===== src/rtl/encoder_pkg.sv =====
// Shared definitions for the sequential 32-to-5 encoder.
//   DATA_W     : width of the request word
//   IDX_W      : width of an encoded index
//   state_t    : controller states (IDLE, EMIT)
//   single_bit : true when a word has exactly one bit set
package encoder_pkg;

  localparam int DATA_W = 32;
  localparam int IDX_W  = 5;

  typedef enum logic {
    IDLE = 1'b0,
    EMIT = 1'b1
  } state_t;

  // Clearing the lowest set bit leaves zero only for a one-hot word.
  // This avoids a popcount adder tree.
  function automatic logic single_bit(input logic [DATA_W-1:0] w);
    return (w != '0) && ((w & (w - DATA_W'(1))) == '0);
  endfunction

endpackage


===== src/rtl/prio_enc_32to5.sv =====
// Combinational priority encoder, 32-bit request to 5-bit index.
//   LSB_FIRST : 1 = report lowest set index, 0 = report highest set index
//   req       : input  [31:0] request word
//   idx       : output [4:0]  index of the winning set bit (0 when req==0)
module prio_enc_32to5
  import encoder_pkg::*;
#(
  parameter bit LSB_FIRST = 1'b1
) (
  input  logic [DATA_W-1:0] req,
  output logic [IDX_W-1:0]  idx
);

  generate
    if (LSB_FIRST) begin : g_lsb
      // Scan downward so the lowest set bit is the final assignment.
      always_comb begin
        idx = '0;
        for (int i = DATA_W - 1; i >= 0; i--) begin
          if (req[i]) idx = IDX_W'(i);
        end
      end
    end else begin : g_msb
      // Scan upward so the highest set bit is the final assignment.
      always_comb begin
        idx = '0;
        for (int i = 0; i < DATA_W; i++) begin
          if (req[i]) idx = IDX_W'(i);
        end
      end
    end
  endgenerate

endmodule


===== src/rtl/encoder_32to5_seq.sv =====
// Sequential 32-to-5 encoder: captures a request word and emits the index
// of every set bit, one per accepted valid/ready handshake.
//   LSB_FIRST : 1 = lowest index first, 0 = highest index first
//   clk       : input, rising-edge clock
//   rst       : input, synchronous active-high reset
//   D         : input  [31:0] request word, sampled on an accepted load
//   load      : input, capture D (ignored while busy)
//   busy      : output, captured word still has unemitted bits
//   A         : output [4:0] current index, meaningful when valid
//   valid     : output, A is awaiting acceptance
//   ready     : input, consumer accepts A when valid && ready
//   last      : output, A is the final set bit of the word
//   zero      : output, one-cycle pulse after loading an all-zero word
module encoder_32to5_seq
  import encoder_pkg::*;
#(
  parameter bit LSB_FIRST = 1'b1
) (
  input  logic              clk,
  input  logic              rst,
  input  logic [DATA_W-1:0] D,
  input  logic              load,
  output logic              busy,
  output logic [IDX_W-1:0]  A,
  output logic              valid,
  input  logic              ready,
  output logic              last,
  output logic              zero
);

  localparam logic [DATA_W-1:0] ONE = DATA_W'(1);

  state_t            state_reg, state_next;
  logic [DATA_W-1:0] pending_reg, pending_next;
  logic              zero_reg, zero_next;
  logic [IDX_W-1:0]  cur_idx;
  logic              cur_last;

  prio_enc_32to5 #(
    .LSB_FIRST(LSB_FIRST)
  ) u_prio (
    .req(pending_reg),
    .idx(cur_idx)
  );

  assign cur_last = single_bit(pending_reg);

  always_ff @(posedge clk) begin
    if (rst) begin
      state_reg   <= IDLE;
      pending_reg <= '0;
      zero_reg    <= 1'b0;
    end else begin
      state_reg   <= state_next;
      pending_reg <= pending_next;
      zero_reg    <= zero_next;
    end
  end

  always_comb begin
    state_next   = state_reg;
    pending_next = pending_reg;
    zero_next    = 1'b0;
    case (state_reg)
      IDLE: begin
        if (load) begin
          if (D != '0) begin
            pending_next = D;
            state_next   = EMIT;
          end else begin
            zero_next = 1'b1;
          end
        end
      end
      EMIT: begin
        // Handshake retires exactly the bit being shown on A; without it
        // pending (and therefore A and last) holds.
        if (ready) begin
          pending_next = pending_reg & ~(ONE << cur_idx);
          if (cur_last) state_next = IDLE;
        end
      end
      default: begin
        state_next   = IDLE;
        pending_next = '0;
      end
    endcase
  end

  assign valid = (state_reg == EMIT);
  assign busy  = valid;
  // pending is cleared whenever the controller is idle, so A and last
  // naturally read zero outside EMIT.
  assign A     = cur_idx;
  assign last  = cur_last;
  assign zero  = zero_reg;

endmodule

===== config.mk =====
export PLATFORM = sky130hd
export DESIGN_NAME = encoder_32to5_seq
export DESIGN_NICKNAME = d
export VERILOG_FILES = /design/src/rtl/encoder_pkg.sv /design/src/rtl/prio_enc_32to5.sv /design/src/rtl/encoder_32to5_seq.sv
export SDC_FILE = /design/constraint.sdc
export NUM_CORES = 1
export LEC_CHECK = 0
export ABC_AREA = 0
export CAP_MARGIN = 15
export CELL_PAD_IN_SITES_DETAIL_PLACEMENT = 0
export CELL_PAD_IN_SITES_GLOBAL_PLACEMENT = 1
export CORE_MARGIN = 2
export CORE_UTILIZATION = 39
export CTS_BUF_LIST = sky130_fd_sc_hd__clkbuf_8
export DETAILED_ROUTE_END_ITERATION = 7
export GPL_TIMING_DRIVEN = 1
export PLACE_DENSITY = 0.82
export RECOVER_POWER = 100
export SETUP_SLACK_MARGIN = 0.4
export SLEW_MARGIN = 5
export SYNTH_ARGS = -nofsm -noshare
export SYNTH_HDL_FRONTEND = slang
export SYNTH_SLANG_ARGS = --single-unit

===== constraint.sdc =====
create_clock -name clk -period 3.6 [get_ports clk]
set_input_delay 0.72 -clock clk [delete_from_list [all_inputs] [get_ports clk]]
set_output_delay 0.72 -clock clk [all_outputs]
set_load 0.1 [all_outputs]

==> results.md <==
* Result of the run: completed
* CP peak stage delay at 590 ps
* CP Buf/Inv Count at 2
* Tot GR Track Use at 28.2%
* Clock sink total at 34
* Fillers at 556
* Leakage at 1.17 nW
* Hold Startpoint: pending_reg[14]
* Tot Pwr at 1.63 mW
* Clk_lat worst skew at 300 ps
* CTS root buf: clkbuf_8
* WP data arrival at 2850 ps
* Ant diodes at 0
* Floorplan Core Area at 5920 um^2
* Vias at 2898
* Hold Path Class: reg2reg
* Flops & latches, synth at 34
* H-tree levels at 2
* First-pass GRT wire length at 14100 um
* Hold Crit Depth at 2
* Maximum achievable frequency at 280 MHz
* Pwr/cell area at 507 nW/um^2
* Vias per inst at 6.41
* Critical path endpoint category: output port
* Max Cap Violations at 0
* Final Slew Violations at 0
* Synth async-reset ratio at 0%
* Largest net degree at the start of global routing at 17
* Mapped Avg Cell Area at 7.60 um^2
* Max reg flops at 32
* Worst r2r src: pending_reg[12]
* Setup slack after layout at 31.3 ps
* Vias in the first global route at 2553
* Setup Skew at 11.7 ps
* Unique masters post-synth at 54
* Initial core utilization at 40.4%
* # IOs at 45
* Family with the most delay on the worst path: simple AND/OR/NAND/NOR gates
* CTS Buf Count at 5
* Final WL at 9320 um
* Cell mode on critical path: or4_4
* Hold slack at 517 ps
* R2R Path End: pending_reg[3]
* Placer's final routability congestion estimate at 0.928
* Share of layout cells above drive strength 1 at 20.2%
* Hold Path Sink: pending_reg[14]
* Sequential area share after synthesis at 28.4%
* Startpoint Class: flop
* Total die area at 6780 um^2
* Final Cycle Share at 99.1%
* Remaining DRCs at 0
* R2R cell count at 9
* Dominant synthesized flop cell: dfxtp_1
* Critical path class: reg2out
* Worst-margin pin slew at 1160 ps
* Ys Warns at 0
* Mapped Cells at 315
* CTS Buffer Depth at 2
* RSZ-0062 raised after global routing: yes
* Slew margin rel. at 22.9%
* PortBufs at 44
* CP max FO at 5
* Final Non-Filler Cells at 452
* Maximum VDD drop at 257 uV
* Antenna violations before repair at 0
* Pre-Repair DR Iteration Count at 5
* Placed Cells at 428
* Min Clock Period, post-route at 3570 ps
* Wire per inst at 20.6 um
* Placement Rows at 28
* Synthesized area at 2390 um^2
* Slowest-stage cell, CP: or4_4
* CTS tree: done
* Final setup violation count at 0
* DIE HEIGHT at 82.4 um
* Data required, critical path at 2880 ps
* Grt total ovfl at 0
* Area delta synth->final at 34.0%
* First DRT Iteration DRCs at 308
* Die X at 82.4 um
* DP Worst Slack at 349 ps
* Syn Nets at 351
* Clock transition at path regs at 70 ps
* Hold Vio Cnt, Final at 0
* Post-layout nets at 412
* EDFF count, synth at 0
* Post-route ant nets at 0
* Flop-to-flop setup slack at 460 ps
* Post-DP HPWL at 7080 um
* Cell Chain, Critical Path: or4_4 > or4_4 > buf_6 > a21oi_4 > a21bo_1 > nand4_1 > nor4_4 > buf_12
## layout make-up
class | instances | area, um^2 | area share [%]
flip-flops and latches | 34 | 707 | 22.0
well taps | 75 | 93.8 | 2.93
clock buffers | 6 | 82.6 | 2.57
multi-input cells | 246 | 1620 | 50.5
clock inverters | 2 | 8.76 | 0.273
repair buffers | 77 | 649 | 20.2
inverters | 12 | 45.0 | 1.40
## power breakdown
part	switching (mW)	internal [mW]	total (mW)
Sequential	0.0603	0.411	0.472
Clock	0.148	0.152	0.300
Combinational	0.560	0.295	0.855
Total	0.769	0.858	1.63
## worst max path at each step
stage / startpoint / endpoint / depth (start not counted)
2_1_floorplan: pending_reg[13] / last / 8
3_3_place_gp: pending_reg[13] / last / 6
3_5_place_dp: pending_reg[13] / last / 7
4_1_cts: pending_reg[11] / last / 7
5_1_grt: pending_reg[5] / last / 9
6_report: pending_reg[12] / last / 8
## per-stage QoR
step | setup TNS, ps | util, % | area [um^2]
final | 0 | 54.2 | 3210
after global routing | -0.363 | 54.2 | 3210
after detailed placement | 0 | 49.9 | 2960
after floorplan | -1100 | - | 2430
after global placement | 0 | 49.9 | 2960
after CTS | 0 | 53.4 | 3160
## cell usage after synthesis, types with 3 or more instances
master	number	area, um^2
inv_1	12	45.0
clkbuf_1	15	56.3
buf_4	3	22.5
o31ai_1	6	45.0
or4_4	3	33.8
nor2_1	24	90.1
dfxtp_1	34	681
a22o_1	4	35.0
nor2b_1	4	25.0
nor3_1	7	35.0
nand3b_1	3	22.5
o21a_1	3	22.5
nand3_1	3	15.0
a31oi_1	4	25.0
or2_2	4	25.0
mux2i_1	7	70.1
a311o_1	3	30.0
nand2b_1	3	18.8
or4_1	5	37.5
a22oi_1	15	113
a211oi_1	10	75.1
o21ai_0	22	110
o311ai_0	4	35.0
o211ai_1	3	22.5
a21o_1	4	30.0
nand4_1	5	31.3
a21oi_1	21	105
nor4_1	18	113
nand2_1	29	109
## cells by family after synthesis
group	share of synthesized area, %
adders and majority gates	0.836
muxes	2.93
buffers and inverters	6.74
and+or+nand+nor	26.2
AOI/OAI and AO/OA	34.8
DFF	28.4
## cell usage in the layout (no fill, tap or decap), types with 3 or more instances in the layout
cell type        count
o311ai_0             4
or2_2                4
clkbuf_1             6
or4_4                6
clkbuf_8             6
o21ai_0             21
nand4_1              5
nand2_1             29
buf_4               28
dfxtp_2              6
nor2_1              23
a311o_1              3
a21oi_1             20
o31ai_1              5
dfxtp_4              5
nand2b_1             3
a31oi_1              3
dfxtp_1             23
a21o_1               4
a22oi_1             15
nor4_1              18
nor2b_1              4
inv_1               13
a22o_1               4
clkdlybuf4s50_1     34
clkbuf_2             5
nand3b_1             3
o211ai_1             3
o21a_1               3
mux2i_1              7
nor3_1               7
a211oi_1            10
## metal layers
layer | global-route usage, % | wire (um) | vias up
met3 | 5.22 | 859 | 21
met2 | 42.7 | 4180 | 188
met4 | 7.83 | 228 | 0
li1 | - | - | 1339
met1 | 40.8 | 4050 | 1350
met5 | 0 | 0 | -
## worst reg2reg max path: stages (launching register included)
cell	delay (ps)
dfxtp_4	360
buf_4	140
nor4_1	550
o2111ai_1	330
a21o_1	240
nand2_1	210
inv_1	150
a211oi_1	590
o21ai_0	250
a22o_1	210
## timing repair
action,4_1_cts,5_1_grt
pin swaps,6,5
gates resized for setup,18,10
setup buffers,9,7
setup endpoints to repair,1,2
hold buffers,0,0
No activity file was read; power rests on OpenSTA's default activity.
